### config.mk
export PLATFORM = sky130hd
export DESIGN_NAME = safe_pin_ctrl
export DESIGN_NICKNAME = d
export VERILOG_FILES = /design/src/rtl/safe_pin_ctrl.sv
export SDC_FILE = /design/constraint.sdc
export NUM_CORES = 1
export LEC_CHECK = 0
export ABC_AREA = 1
export CAP_MARGIN = 10
export CORE_MARGIN = 4
export CORE_UTILIZATION = 51
export CTS_CLUSTER_SIZE = 25
export DETAILED_ROUTE_END_ITERATION = 7
export PLACE_DENSITY = 0.75
export RECOVER_POWER = 100
export SLEW_MARGIN = 20
export SYNTH_ARGS = -nofsm -noshare
export SYNTH_HDL_FRONTEND = slang
export SYNTH_SLANG_ARGS = --single-unit
### constraint.sdc
create_clock -name Clk -period 1.9 [get_ports Clk]
set_input_delay 0.19 -clock Clk [delete_from_list [all_inputs] [get_ports Clk]]
set_output_delay 0.19 -clock Clk [all_outputs]
set_load 0.02 [all_outputs]
### src/rtl/safe_pin_ctrl.sv
// safe_pin_ctrl
//   PIN-protected safe controller. A multi-digit PIN is entered one digit at a
//   time on slide switches and committed with a push button. While the safe is
//   open, the PIN can be changed. Repeated failures lock entry out for a fixed
//   number of cycles. The vault status gates everything: a closed vault forces
//   IDLE. Both push buttons are synchronised and debounced on Clk.
//
// Ports
//   Clk              system clock
//   Reset            asynchronous, active-high
//   vault_open       1 = vault open, 0 forces IDLE
//   pin_digit        switch value captured on each digit press
//   open_close_push  raw button: capture digit / request close
//   pin_change_push  raw button: start or abort PIN change, abort entry
//   safe_open        1 in OPEN or NEWPIN
//   invalid          last operation rejected
//   locked           lockout timer nonzero
//   fail_count       consecutive failed attempts
//   digit_idx        digits captured in the current entry
//   state            IDLE=0 CLOSED=1 ENTRY=2 OPEN=3 NEWPIN=4 LOCKOUT=5
//   pin_stored       current PIN, digit 0 in the most significant position
module safe_pin_ctrl #(
  parameter int PIN_W           = 4,
  parameter int PIN_DIGITS      = 4,
  parameter logic [PIN_W*PIN_DIGITS-1:0] DEFAULT_PIN = 16'h1234,
  parameter int MAX_FAILS       = 3,
  parameter int LOCKOUT_CYCLES  = 1024,
  parameter int DEBOUNCE_CYCLES = 16
) (
  input  logic                                Clk,
  input  logic                                Reset,
  input  logic                                vault_open,
  input  logic [PIN_W-1:0]                    pin_digit,
  input  logic                                open_close_push,
  input  logic                                pin_change_push,
  output logic                                safe_open,
  output logic                                invalid,
  output logic                                locked,
  output logic [$clog2(MAX_FAILS+1)-1:0]      fail_count,
  output logic [$clog2(PIN_DIGITS+1)-1:0]     digit_idx,
  output logic [2:0]                          state,
  output logic [PIN_W*PIN_DIGITS-1:0]         pin_stored
);

  localparam int PIN_BITS = PIN_W * PIN_DIGITS;
  localparam int FC_W     = $clog2(MAX_FAILS + 1);
  localparam int IDX_W    = $clog2(PIN_DIGITS + 1);
  localparam int TMR_W    = $clog2(LOCKOUT_CYCLES + 1);
  localparam int CNT_W    = $clog2(DEBOUNCE_CYCLES);

  typedef enum logic [2:0] {
    IDLE    = 3'd0,
    CLOSED  = 3'd1,
    ENTRY   = 3'd2,
    OPEN    = 3'd3,
    NEWPIN  = 3'd4,
    LOCKOUT = 3'd5
  } stateT;

  // Digit idx of a packed PIN; digit 0 sits in the most significant slot.
  function automatic logic [PIN_W-1:0] digitAt(input logic [PIN_BITS-1:0] pin,
                                               input logic [IDX_W-1:0] idx);
    logic [PIN_W-1:0] d;
    d = '0;
    for (int i = 0; i < PIN_DIGITS; i++) begin
      if (idx == IDX_W'(i)) d = pin[(PIN_DIGITS-1-i)*PIN_W +: PIN_W];
    end
    return d;
  endfunction

  // Failure counter increment, saturating at MAX_FAILS.
  function automatic logic [FC_W-1:0] satInc(input logic [FC_W-1:0] v);
    return (v >= FC_W'(MAX_FAILS)) ? FC_W'(MAX_FAILS) : v + FC_W'(1);
  endfunction

  // ---- Button conditioning: bit 0 = open_close, bit 1 = pin_change --------
  logic [1:0]       btnRaw;
  logic [1:0]       btnSync_p0;
  logic [1:0]       btnSync_p1;
  logic [1:0]       btnLevel;
  logic [1:0]       btnPress;
  logic [CNT_W-1:0] dbCnt [2];
  logic             ocPress;
  logic             pcPress;

  assign btnRaw  = {pin_change_push, open_close_push};
  assign ocPress = btnPress[0];
  assign pcPress = btnPress[1];

  always_ff @(posedge Clk or posedge Reset) begin
    if (Reset) begin
      btnSync_p0 <= '0;
      btnSync_p1 <= '0;
      btnLevel   <= '0;
      btnPress   <= '0;
      for (int b = 0; b < 2; b++) dbCnt[b] <= '0;
    end else begin
      // stage p0/p1: two-flop synchroniser
      btnSync_p0 <= btnRaw;
      btnSync_p1 <= btnSync_p0;
      // debounce: level flips only after DEBOUNCE_CYCLES consecutive differing
      // samples; only the rising flip produces a press pulse
      for (int b = 0; b < 2; b++) begin
        btnPress[b] <= 1'b0;
        if (btnSync_p1[b] == btnLevel[b]) begin
          dbCnt[b] <= '0;
        end else if (dbCnt[b] == CNT_W'(DEBOUNCE_CYCLES - 1)) begin
          dbCnt[b]    <= '0;
          btnLevel[b] <= btnSync_p1[b];
          btnPress[b] <= btnSync_p1[b];
        end else begin
          dbCnt[b] <= dbCnt[b] + CNT_W'(1);
        end
      end
    end
  end

  // ---- Controller --------------------------------------------------------
  stateT               st;
  logic [PIN_BITS-1:0] shadow;
  logic [TMR_W-1:0]    timer;
  logic                mism;

  logic [IDX_W-1:0]    cmpIdx;
  logic [PIN_W-1:0]    refDigit;
  logic                attemptBad;
  logic                attemptLast;
  logic [FC_W-1:0]     failNext;
  logic [PIN_BITS-1:0] shadowNext;

  assign state = st;

  always_comb begin
    // The CLOSED capture is always digit 0; in ENTRY the index is live.
    cmpIdx      = (st == ENTRY) ? digit_idx : '0;
    refDigit    = digitAt(pin_stored, cmpIdx);
    attemptBad  = (pin_digit != refDigit) || ((st == ENTRY) && mism);
    attemptLast = (cmpIdx == IDX_W'(PIN_DIGITS - 1));
    failNext    = satInc(fail_count);
    shadowNext  = shadow;
    for (int i = 0; i < PIN_DIGITS; i++) begin
      if (digit_idx == IDX_W'(i)) shadowNext[(PIN_DIGITS-1-i)*PIN_W +: PIN_W] = pin_digit;
    end
  end

  always_ff @(posedge Clk or posedge Reset) begin
    if (Reset) begin
      st         <= IDLE;
      safe_open  <= 1'b0;
      invalid    <= 1'b0;
      locked     <= 1'b0;
      fail_count <= '0;
      digit_idx  <= '0;
      pin_stored <= DEFAULT_PIN;
      shadow     <= '0;
      timer      <= '0;
      mism       <= 1'b0;
    end else begin
      // Lockout timer runs in every state so closing the vault cannot pause it.
      // locked tracks the value the timer holds after this edge.
      if (timer != '0) timer <= timer - TMR_W'(1);
      locked <= (timer > TMR_W'(1));
      if (timer == TMR_W'(1)) fail_count <= '0;

      if (!vault_open) begin
        st        <= IDLE;
        safe_open <= 1'b0;
        invalid   <= 1'b0;
        digit_idx <= '0;
        mism      <= 1'b0;
      end else begin
        case (st)
          IDLE: begin
            st <= (timer > TMR_W'(1)) ? LOCKOUT : CLOSED;
          end

          // CLOSED makes the first capture; ENTRY continues the attempt.
          CLOSED, ENTRY: begin
            if ((st == ENTRY) && pcPress) begin
              st        <= CLOSED;
              digit_idx <= '0;
              mism      <= 1'b0;
            end else if (ocPress) begin
              if (attemptLast) begin
                digit_idx <= '0;
                mism      <= 1'b0;
                if (!attemptBad) begin
                  st         <= OPEN;
                  safe_open  <= 1'b1;
                  invalid    <= 1'b0;
                  fail_count <= '0;
                end else begin
                  invalid    <= 1'b1;
                  fail_count <= failNext;
                  if (failNext == FC_W'(MAX_FAILS)) begin
                    st     <= LOCKOUT;
                    timer  <= TMR_W'(LOCKOUT_CYCLES);
                    locked <= 1'b1;
                  end else begin
                    st <= CLOSED;
                  end
                end
              end else begin
                st        <= ENTRY;
                digit_idx <= digit_idx + IDX_W'(1);
                mism      <= attemptBad;
                invalid   <= 1'b0;
              end
            end
          end

          OPEN: begin
            if (pcPress) begin
              st        <= NEWPIN;
              digit_idx <= '0;
            end else if (ocPress) begin
              // Closing requires the switches parked at zero.
              if (pin_digit == '0) begin
                st        <= CLOSED;
                safe_open <= 1'b0;
                invalid   <= 1'b0;
              end else begin
                invalid <= 1'b1;
              end
            end
          end

          NEWPIN: begin
            if (pcPress) begin
              st        <= OPEN;
              digit_idx <= '0;
            end else if (ocPress) begin
              shadow <= shadowNext;
              if (digit_idx == IDX_W'(PIN_DIGITS - 1)) begin
                pin_stored <= shadowNext;
                invalid    <= 1'b0;
                st         <= OPEN;
                digit_idx  <= '0;
              end else begin
                digit_idx <= digit_idx + IDX_W'(1);
              end
            end
          end

          LOCKOUT: begin
            if (timer <= TMR_W'(1)) st <= CLOSED;
          end

          default: st <= IDLE;
        endcase
      end
    end
  end

endmodule

==> run summary <==
hold endpoint: btnSync_p1[0]
die width: 92.9 µm
internal power: 0.00277 W
area fraction of the dominant cell type after synthesis: 42.2%
worst-margin pin slew: 0.824 ns
Avg WL per Cell: 14.5 µm
worst-path fanout max: 7
Syn Nets: 481
Clk pin slew, worst setup/hold paths: 0.07 ns
global-route wire length before repair: 15.5 mm
Synth Register Bits: 67
final cell count without fillers: 653
Root Driver: clkbuf_8
Row Count: 30
r2r setup slk: -0.11 ns
# IOs: 36
GRT busiest layer: met2
Sw Ratio: 37.5%
Synth area leaders: dfrtp_1 42%, nand2_1 14%, inv_1 5.4%, nor2_1 4.5%, ha_1 3.7%
Pleak: 2.44 nW
Num Clock Sinks: 67
P&R area growth vs syn: 31.5%
MaxCap Viol Count: 0
H-tree depth: 3
GR Util met3: 3.57%
status: finished with violations
clock tree buffer depth: 2
hold path depth: 0
commonest non-fill, non-tap cell in the layout: nand2_1
area of the mapped netlist: 3680 µm²
area of the core: 6910 µm²
share of cells above drive strength 1: 26.8%
TritonCTS clock tree: built
post-synthesis sequential area ratio: 45.7%
Rel. slew slack: 44.8%
DRC: 0
antenna viol nets, final: 0
clock skew: 0.00551 ns
Peak VDD IR: 433 µV
WL final: 9.47 mm
Hold Path Class: flop to flop
CTS Buf Count: 9
final hold vios: 0
syn_area_per_cell: 7.98 µm²
via-per-instance ratio: 5.23
cts-stage hold buffer count: 0
number of library cell types mapped by synthesis: 38
Gate power share: 40.2%
global-route met2 utilization: 35.5%
DIE HEIGHT: 92.9 µm
pwr dens: 917 nW/µm²
first drt pass iteration count: 6
Placed Instance Area: 4460 µm²
worst reg-to-reg path cell count: 15
worst hold start: btnSync_p0[0]
Worst Path Class, Setup: flop to flop
Fmax: 0.498 GHz
total power: 0.00443 W
FF-to-FF Start: state[2]
Overflow after GRT: 0
# diodes: 0
post-route clock period utilization: 106%
fin area: 4840 µm²
setup ws final: -0.107 ns
antenna violations before repair: 0
vias in the first global route: 3374
Psw: 0.00166 W
Arr. time, crit path: 2.29 ns
fin. max-slew vios: 0
commonest cells after routing, fill and taps aside: 125 x nand2_1, 56 x dfrtp_1, 50 x inv_1
Reg power frac: 36.5%
GR Util met1: 29.9%
Crit path required time: 2.18 ns
Final #Nets: 572
Inst Count DP: 627
worst r2r dst: state[1]
Setup TNS Final: -1.17 ns
Initial Util: 53.3%
Setup crit start kind: flop
fillers: 572
Port Buffer Count: 35
Die Footprint: 8640 µm²
Worst-Skew Late Latency: 0.34 ns
total track usage: 22.7%
post-synthesis cell count: 461
largest net degree at the start of global routing: 30
DRT iter0 DRCs: 256
failing checks: negative setup slack
Vias: 3417
share of total power in the clock network: 23.3%
Final setup viols: 18
DP Wirelength: 6.87 mm
min Tclk post-route: 2.01 ns
Yosys top cell by area: dfrtp_1
RSZ-0062 raised after global routing: true
RePlAce Congestion: 0.944
number of synthesis warnings: 0
Worst setup EP type: flop
-- critical path, stage by stage, from the launching register on --
cell and delay, ns:
dfrtp_2 0.43, inv_4 0.07, nand2_4 0.06, nor2_4 0.19, nand3_1 0.18, nor2_2 0.19
nor2_4 0.05, nand3_1 0.09, nand2_2 0.09, nor2_4 0.13, nand2_4 0.12, nand2_2 0.11
nand2_2 0.06, nand2_2 0.06, nand2_1 0.05, nand2_1 0.06
-- how the worst max path moves through the flow --
stage	from	end	slack (ns)	cells past startpoint
floorplan	digit_idx[1]	timer[6]	-0.003	15
global placement	digit_idx[2]	safe_open	-0.13	16
detailed placement	digit_idx[2]	safe_open	-0.16	16
CTS	state[2]	safe_open	-0.06	17
global route	state[2]	timer[2]	-0.23	14
finish	state[2]	state[1]	-0.11	15
-- state kept, by name, indices dropped and copies added, names as in the netlist --
signal,cells
timer,11
safe_open,1
btnPress,2
dbCnt,8
btnLevel,2
invalid,1
mism,1
digit_idx,3
state,3
locked,1
pin_stored,16
shadow,12
btnSync_p0,2
btnSync_p1,2
fail_count,2
-- power by group through the flow --
stage,Combinational (W),Clock (W),Sequential (W)
final,0.00178,0.00103,0.00162
after global routing,0.00195,0.00112,0.00163
after CTS,0.00160,0.00106,0.00162
after detailed placement,0.00148,0,0.00164
after global placement,0.00147,0,0.00163
after floorplan,0.000749,0,0.00172
-- routing by layer --
| metal | wire length, µm | up-vias |
|---|---|---|
| li1 | - | 1659 |
| met1 | 4110 | 1605 |
| met2 | 4610 | 133 |
| met3 | 493 | 20 |
| met4 | 260 | 0 |
| met5 | 0 | - |
-- cell usage after synthesis, drive strengths merged --
cell type and instances:
buf 5, ha 11, a31oi 2, nor3 4
clkinv 1, nor2 48, a22oi 1, o32ai 1
o22ai 4, a211oi 1, o31ai 2, mux2 12
a2111oi 2, inv 58, clkbuf 2, nor4 2
xor2 4, o211ai 3, nand4 3, xnor2 5
dfstp 5, or2 3, nand2 147, a21oi 15
o21ai 29, dfrtp 62, nor3b 1, nand3 28
-- final cells by class --
| cell class | count | area [µm²] | share of cell area (%) |
|---|---|---|---|
| clock inverters | 3 | 17.5 | 0.362 |
| flip-flops and latches | 67 | 1690 | 35.0 |
| clock buffers | 13 | 149 | 3.08 |
| well taps | 96 | 120 | 2.48 |
| repair buffers | 86 | 741 | 15.3 |
| inverters | 59 | 225 | 4.66 |
| multi-input cells | 329 | 1890 | 39.1 |
-- cells by family (layout without fill, tap and decap cells) --
| logic type | after synthesis | after routing | share of synthesized area, % |
|---|---|---|---|
| buffers and inverters | 66 | 161 | 7.24 |
| xor gates and xnor gates | 9 | 9 | 2.14 |
| AOI/OAI and AO/OA | 60 | 60 | 9.15 |
| adders and majority gates | 11 | 11 | 3.74 |
| and+or+nand+nor | 236 | 237 | 28.3 |
| muxes | 12 | 12 | 3.67 |
| DFF | 67 | 67 | 45.7 |
-- through the flow --
| stage | setup WS, ns | hold slack [ns] | utilization, % |
|---|---|---|---|
| CTS | -0.0580 | 0.216 | 68.4 |
| finish | -0.107 | 0.353 | 70.0 |
| detailed placement | -0.163 | 0.340 | 64.6 |
| global placement | -0.129 | 0.333 | 64.6 |
| floorplan | -0.00305 | 0.221 | - |
| global route | -0.227 | 0.357 | 70.0 |
-- timing repair --
action                                  CTS  global route
cloned                                    1             0
pin swaps                                 9            20
endpoints found under the setup margin   19            49
gates resized for setup                  19            34
endpoints found under the hold margin     0             0
buffers inserted                          4             6
Power figures use the tool's default switching activity.
